$ cat src/rtl/rob_pkg.sv
// rtl/rob_pkg.sv - shared reorder-buffer widths and entry record
package rob_pkg;
  localparam int DEPTH  = 4;
  localparam int TAG_W  = 2;
  localparam int REG_W  = 2;
  localparam int DATA_W = 16;

  typedef struct packed {
    logic              busy;
    logic              done;
    logic [REG_W-1:0]  dst;
    logic [DATA_W-1:0] val;
  } rob_entry_t;
endpackage

$ cat src/rtl/rob_ptr.sv
// rtl/rob_ptr.sv - wrapping head/tail pointers and occupancy count
module rob_ptr
  import rob_pkg::*;
(
  input  logic             i_clk,
  input  logic             i_rst,
  input  logic             i_inc_head,
  input  logic             i_inc_tail,
  output logic [TAG_W-1:0] o_head,
  output logic [TAG_W-1:0] o_tail,
  output logic [TAG_W:0]   o_count,
  output logic             o_full,
  output logic             o_empty
);
  logic [TAG_W-1:0] head_q, head_d;
  logic [TAG_W-1:0] tail_q, tail_d;
  logic [TAG_W:0]   count_q, count_d;

  always_comb begin
    head_d  = i_inc_head ? head_q + TAG_W'(1) : head_q;
    tail_d  = i_inc_tail ? tail_q + TAG_W'(1) : tail_q;
    count_d = count_q;
    if (i_inc_tail && !i_inc_head)
      count_d = count_q + (TAG_W+1)'(1);
    else if (i_inc_head && !i_inc_tail)
      count_d = count_q - (TAG_W+1)'(1);
  end

  always_ff @(posedge i_clk) begin
    if (i_rst) begin
      head_q  <= '0;
      tail_q  <= '0;
      count_q <= '0;
    end else begin
      head_q  <= head_d;
      tail_q  <= tail_d;
      count_q <= count_d;
    end
  end

  assign o_head  = head_q;
  assign o_tail  = tail_q;
  assign o_count = count_q;
  assign o_full  = (count_q == (TAG_W+1)'(DEPTH));
  assign o_empty = (count_q == '0);
endmodule

$ cat src/rtl/rob_ctrl.sv
// rtl/rob_ctrl.sv - four-entry reorder buffer: allocate, writeback, in-order retire
module rob_ctrl
  import rob_pkg::*;
(
  input  logic              i_clk,
  input  logic              i_rst,
  input  logic              i_alloc_valid,
  input  logic [REG_W-1:0]  i_alloc_dst_addr,
  output logic              o_alloc_ready,
  output logic              o_rat_valid,
  output logic [TAG_W-1:0]  o_rat_rob_addr,
  output logic [REG_W-1:0]  o_rat_dst_addr,
  input  logic              i_wb_valid,
  input  logic [TAG_W-1:0]  i_wb_rob_addr,
  input  logic [DATA_W-1:0] i_wb_val,
  output logic              o_commit_valid,
  output logic [TAG_W-1:0]  o_commit_rob_addr,
  output logic [REG_W-1:0]  o_commit_dst_addr,
  output logic [DATA_W-1:0] o_commit_val,
  input  logic [TAG_W-1:0]  i_rd_addr,
  output logic              o_rd_ready,
  output logic [DATA_W-1:0] o_rd_val
);
  rob_entry_t entries_q [DEPTH];
  rob_entry_t entries_d [DEPTH];

  logic              commit_valid_q, commit_valid_d;
  logic [TAG_W-1:0]  commit_rob_q, commit_rob_d;
  logic [REG_W-1:0]  commit_dst_q, commit_dst_d;
  logic [DATA_W-1:0] commit_val_q, commit_val_d;

  logic [TAG_W-1:0] head, tail;
  logic [TAG_W:0]   count;
  logic             full, empty;
  logic             alloc_fire, commit_fire, wb_fire;

  rob_ptr u_ptr (
    .i_clk      (i_clk),
    .i_rst      (i_rst),
    .i_inc_head (commit_fire),
    .i_inc_tail (alloc_fire),
    .o_head     (head),
    .o_tail     (tail),
    .o_count    (count),
    .o_full     (full),
    .o_empty    (empty)
  );

  assign alloc_fire  = i_alloc_valid & ~full;
  assign commit_fire = ~empty & entries_q[head].busy & entries_q[head].done;
  assign wb_fire     = i_wb_valid & entries_q[i_wb_rob_addr].busy & ~entries_q[i_wb_rob_addr].done;

  // Commit, alloc and writeback always touch distinct entries: the head is
  // done (writeback ignored) and the tail is free whenever alloc fires.
  always_comb begin
    entries_d = entries_q;
    if (commit_fire) begin
      entries_d[head].busy = 1'b0;
      entries_d[head].done = 1'b0;
    end
    if (alloc_fire) begin
      entries_d[tail].busy = 1'b1;
      entries_d[tail].done = 1'b0;
      entries_d[tail].dst  = i_alloc_dst_addr;
    end
    if (wb_fire) begin
      entries_d[i_wb_rob_addr].done = 1'b1;
      entries_d[i_wb_rob_addr].val  = i_wb_val;
    end
    commit_valid_d = commit_fire;
    commit_rob_d   = commit_fire ? head : '0;
    commit_dst_d   = commit_fire ? entries_q[head].dst : '0;
    commit_val_d   = commit_fire ? entries_q[head].val : '0;
  end

  always_ff @(posedge i_clk) begin
    if (i_rst) begin
      for (int i = 0; i < DEPTH; i++) entries_q[i] <= '0;
      commit_valid_q <= 1'b0;
      commit_rob_q   <= '0;
      commit_dst_q   <= '0;
      commit_val_q   <= '0;
    end else begin
      entries_q      <= entries_d;
      commit_valid_q <= commit_valid_d;
      commit_rob_q   <= commit_rob_d;
      commit_dst_q   <= commit_dst_d;
      commit_val_q   <= commit_val_d;
    end
  end

  assign o_alloc_ready     = ~full;
  assign o_rat_valid       = alloc_fire;
  assign o_rat_rob_addr    = tail;
  assign o_rat_dst_addr    = i_alloc_dst_addr;
  assign o_commit_valid    = commit_valid_q;
  assign o_commit_rob_addr = commit_rob_q;
  assign o_commit_dst_addr = commit_dst_q;
  assign o_commit_val      = commit_val_q;
  assign o_rd_ready        = entries_q[i_rd_addr].busy & entries_q[i_rd_addr].done;
  assign o_rd_val          = entries_q[i_rd_addr].val;
endmodule

$ cat config.mk
export PLATFORM = sky130hd
export DESIGN_NAME = rob_ctrl
export DESIGN_NICKNAME = d
export VERILOG_FILES = /design/src/rtl/rob_pkg.sv /design/src/rtl/rob_ptr.sv /design/src/rtl/rob_ctrl.sv
export SDC_FILE = /design/constraint.sdc
export NUM_CORES = 1
export LEC_CHECK = 0
export ABC_AREA = 0
export CORE_ASPECT_RATIO = 0.8
export CORE_MARGIN = 3
export CORE_UTILIZATION = 59
export DETAILED_ROUTE_END_ITERATION = 10
export HOLD_SLACK_MARGIN = 0.02
export PLACE_DENSITY = 0.88
export SYNTH_ARGS = -nofsm -noshare
export SYNTH_HDL_FRONTEND = slang
export SYNTH_SLANG_ARGS = --single-unit
$ cat constraint.sdc
create_clock -name i_clk -period 5.2 [get_ports i_clk]
set_input_delay 0.52 -clock i_clk [delete_from_list [all_inputs] [get_ports i_clk]]
set_output_delay 0.52 -clock i_clk [all_outputs]
set_load 0.02 [all_outputs]
# Word level (Yosys, flattened, before mapping)
# Cells that the tools add are included.
# op_classes
n_addsub	4
order_cmp	7
n_eq_ne	1
n_mux	35
bitwise_logic	14
reduce_logical	10
# ops
operator	n
$bwmux W80	7
$demux W20 S2	7
$mux W80	3
$mux W20	8
$bmux W20 S2	3
$mux W19	3
$mux W18	1
$mux W16	1
$ge A3 B3 Y1 const B	4
$not A2 Y3	4
$lt A3 B1 Y1 const B	3
$and A1 B1 Y1	6
$mux W3	2
$logic_and A1 B1 Y1	5
$add A2 B1 Y2 const B	2
$not A1 Y1	4
$add A3 B1 Y3 const B	1
$eq A3 B3 Y1 const B	1
$logic_not A3 Y1	1
$sub A3 B1 Y3 const B	1
$logic_not A1 Y1	2
$reduce_bool A2 Y1	1
$reduce_or A2 Y1	1
# word_totals
ff_bits	108
inputBits	26
output_inout_bits	44
elab_cells	94

# Logic depth before layout (Yosys ltp)
# depth
ltp_word	15
mapped_depth	10
mapped_depth_nobuf	9

# By module
# Synthesis repeated with hierarchy kept, for this count alone.
# unflattened
cells_unflattened	512
hier_area_um2	5158.7
# by_module_without_submodules
module	n_inst	cells_each	area_per_inst_um2	seq_area_each_um2
rob_ctrl	1	481	4857.2	2021.9
rob_ptr	1	31	301.5	140.1

# Worst setup path before layout
# OpenSTA, ideal clock, no wires.
# synth_timing
path_type	in2reg
start	input port i_alloc_valid
end	register u_ptr.count_q[2] (netlist: u_ptr.o_count[2])
setup_time_ns	0.070
arrival_time_ns	2.454
required_time_ns	5.130
slack_ns	2.675
path_stages	9
n_path_buf	1
path_cell_list	clkbuf_1 inv_1 nor2_1 ha_1 inv_1 fa_1 xor2_1 or3_1 a21oi_1
# synth_via
elab_chain_cells	4
word_cells_on_any_way	6
cone_classes	mux: 1; bitwise: 1; reduce/logical: 4
# synth_lines
item	line	rtl
from (decl)	rob_ctrl.sv:7	input logic i_alloc_valid,
$and A1 B1 Y1 (*)	rob_ctrl.sv:49	assign alloc_fire = i_alloc_valid & ~full;
net o_rat_valid	rob_ctrl.sv:10	output logic o_rat_valid,
$logic_not A1 Y1	rob_ptr.sv:25	else if (i_inc_head && !i_inc_tail)
$logic_and A1 B1 Y1	rob_ptr.sv:25	
$reduce_bool A2 Y1 (no line)	--	
to (signal assigned)	rob_ptr.sv:37	count_q <= count_d;
to (decl)	rob_ptr.sv:17	logic [TAG_W:0] count_q, count_d;
# The timed path passes the listed nets; every way through them passes the cells marked *.
# A chain may end at the register's enable or synchronous reset.

# Worst setup path after layout
# layout_timing
start	input port i_rd_addr[0]
end	output port o_rd_val[15]
# layout_via
elab_chain_cells	4
# layout_lines
item	line	rtl
from (decl)	rob_ctrl.sv:20	input logic [TAG_W-1:0] i_rd_addr,
$not A2 Y3 (not written as such)	rob_ctrl.sv:101	assign o_rd_val = entries_q[i_rd_addr].val;
$bmux W20 S2	rob_ctrl.sv:101	
$mux W20 (2 in series)	--	
to (decl)	rob_ctrl.sv:22	output logic [DATA_W-1:0] o_rd_val
# Every way passes these cells. The select of a mux whose other input is x is not followed.

==> flow_summary.ini <==
[status]
status = finished, final reports clean

[logic_synthesis]
synth_area_leaders = dfxtp_1 (41%), mux4_2 (16%), o21ai_0 (7.6%)
ys_types = 42
synthCells = 543
syn_avg_cell_area_um2 = 9.80
syn_nets = 579
ys_ff_latch = 108
synth_edf_count = 0
synth_area_leader_cell = dfxtp_1
synth_top_area_share_pct = 40.6
synth_ff_type = dfxtp_1
ys_async_sr_fraction_pct = 0
yosysWarnings = 0
netlist_area_um2 = 5320
synth_seq_area_share_pct = 40.6

[floorplanning]
ioPinCount = 70
fp.dieW_um = 112
die_area_um2 = 10200
start_util_pct = 61.6
rows = 30
die_y_um = 90.9
core_um2 = 8630

[routing]
drt-initial-drc-count = 783
drc = 0
wl_per_cell_um = 22.3
ant_nets = 0
via_per_inst = 7.04
first_pass_iters = 7
routed_wl_um = 15500
vias = 4889

[worst_setup_path]
critPathArrivalTime_ns = 2.83
start_kind = input port
cp_slowest_stage_delay_ns = 1.12
worst-path-max-fanout = 17
cp_top_family = buffers and inverters
crit_type = in2out
required_ns = 4.68
path_cells = clkdlybuf4s50_1 > mux4_2 > clkdlybuf4s50_1
cp_slowest_cell = clkdlybuf4s50_1
timing.critical_path.mode_cell = clkdlybuf4s50_1
cp.buffers_inverters = 2
endpoint_kind = primary output

[cts]
cts_root_buffer = clkbuf_16
cts_made_buffers = 9
cts.sinks = 108
clockBufferDepth = 2
h-tree-depth = 3
cts_hold_buf = 0
clk_pin_slew_ns = 0.07
cts_resized = 0
cts_tree = done
cts_setup_buffers = 0
worstSkewPairLatency_ns = 0.35

[cells_and_area]
syn_to_final_growth_pct = 18.1
drive_gt1_share_pct = 14.6
finish.utilization_pct = 72.8
final_cell_mix = dfxtp_1 (108), o21ai_0 (81), a21oi_1 (79)
fill_cells = 592
finalInstanceArea_um2 = 6280
layout.nets = 613
layout_commonest_cell = dfxtp_1
diodes = 0

[grt]
grt_usage_pct = 30.1
grt_overflow = 0
grt_pass1_vias = 4707
grt_max_degree = 89
grt_pass1_wl_um = 24400
antenna_found_initial = 0

[hold_path]
worstHoldPathType = reg2reg

[sta]
max_slew_margin_pct = 24.1
worst_pin_slew_ns = 1.13
fmax_ghz = 0.299
setup_slack_ns = 1.85
rsz0062_at_grt = no
setup_violations = 0
hold_violations = 0
fin_crit_ns = 3.35
fin_setup_tns_ns = 0
finalMaxSlewViolations = 0
fin_crit_sh_pct = 64.4
finClkSkew_ns = 0.00663

[power_and_ir_drop]
power_density_nw_per_um2 = 297
peakVddDrop_mv = 0.164
p_leak_nw = 1.95

[job]
drv_cap = 0

[placed_design]
dpl-instance-area_um2 = 5960
gp_congestion = 0.930
detailed_place_hpwl_um = 9630
pre_cts_slack_ns = 1.90
portBuffers = 69
[tightest hold or removal path: stages, from the launching register on]
cell and delay (ns):
dfxtp_1 0.31, o21ai_0 0.07, a21oi_1 0.06
[area by class of cell]
cell class	instances	area (µm²)	area share, %
repair buffers	77	746	11.9
clock buffers	10	229	3.64
inverters	11	41.3	0.657
well taps	112	140	2.23
multi-input cells	370	2870	45.6
flip-flops and latches	108	2160	34.4
clock inverters	6	96.3	1.53
[worst paths after layout]
path | depth (start not counted) | start | endpoint | slack (ns)
worst max-delay path | 3 | i_rd_addr[0] | o_rd_val[15] | 1.85
worst min-delay path | 2 | entries_q[37] | entries_q[37] | 0.49
worst max register to register | 9 | entries_q[59] | u_ptr.o_count[2] | 2.28
worst min register to register | 2 | entries_q[37] | entries_q[37] | 0.49
[synth_stat cells, types with 2 or more instances]
library cell,number
nor2_1,6
nand3_1,74
buf_1,6
ha_1,9
buf_2,16
buf_4,4
mux4_2,37
and2_1,4
dfxtp_1,108
nand2_1,12
a221oi_1,10
nor3_1,3
nand4_1,8
inv_1,9
a31oi_1,4
nand4bb_1,2
nand3b_1,2
clkbuf_1,25
a21o_1,2
buf_6,2
o21ai_0,81
nor3b_2,17
o31ai_1,4
xor2_1,2
a21oi_1,79
[per-stage QoR]
| stage | hold WS [ns] | power, W | instances |
|---|---|---|---|
| 2_1_floorplan | 0.451 | 0.00105 | 543 |
| 3_3_place_gp | 0.463 | 0.00112 | 678 |
| 3_5_place_dp | 0.471 | 0.00113 | 678 |
| 4_1_cts | 0.481 | 0.00186 | 694 |
| 5_1_grt | 0.512 | 0.00192 | 694 |
| 6_report | 0.486 | 0.00187 | 694 |
[cells by family (layout without fill, tap and decap cells)]
group	Yosys count	in the layout	synth area share, %
xor gates and xnor gates	2	2	0.329
AOI/OAI and AO/OA	181	181	18.2
adders and majority gates	10	10	2.49
DFF	108	108	40.6
muxes	38	38	15.9
buffers and inverters	65	104	5.55
and+or+nand+nor	139	139	17.0
[power by group]
group / total, W / leakage [nW] / switching [W] / internal, W
Clock: 0.000743 / 0.155 / 0.000316 / 0.000427
Combinational: 0.000253 / 0.926 / 0.000168 / 0.0000844
Sequential: 0.000873 / 0.872 / 0.0000285 / 0.000844
Total: 0.00187 / 1.95 / 0.000512 / 0.00136
[per-layer routing]
| layer | vias to the layer above | routed length [µm] | GRT usage (%) |
|---|---|---|---|
| met5 | - | 0 | 0 |
| met4 | 0 | 455 | 13.3 |
| met3 | 67 | 2010 | 7.17 |
| met2 | 389 | 7190 | 46.5 |
| met1 | 2324 | 5840 | 40.3 |
| li1 | 2109 | - | - |
[sequential cells by signal (all words and copies together), names as in the netlist]
signal and count:
o_commit_dst_addr 2, entries_q 80, u_ptr.o_head 2, o_commit_val 16, u_ptr.o_tail 2, o_commit_rob_addr 2, o_commit_valid 1, u_ptr.o_count 3
No activity file was read; power rests on OpenSTA's default activity.
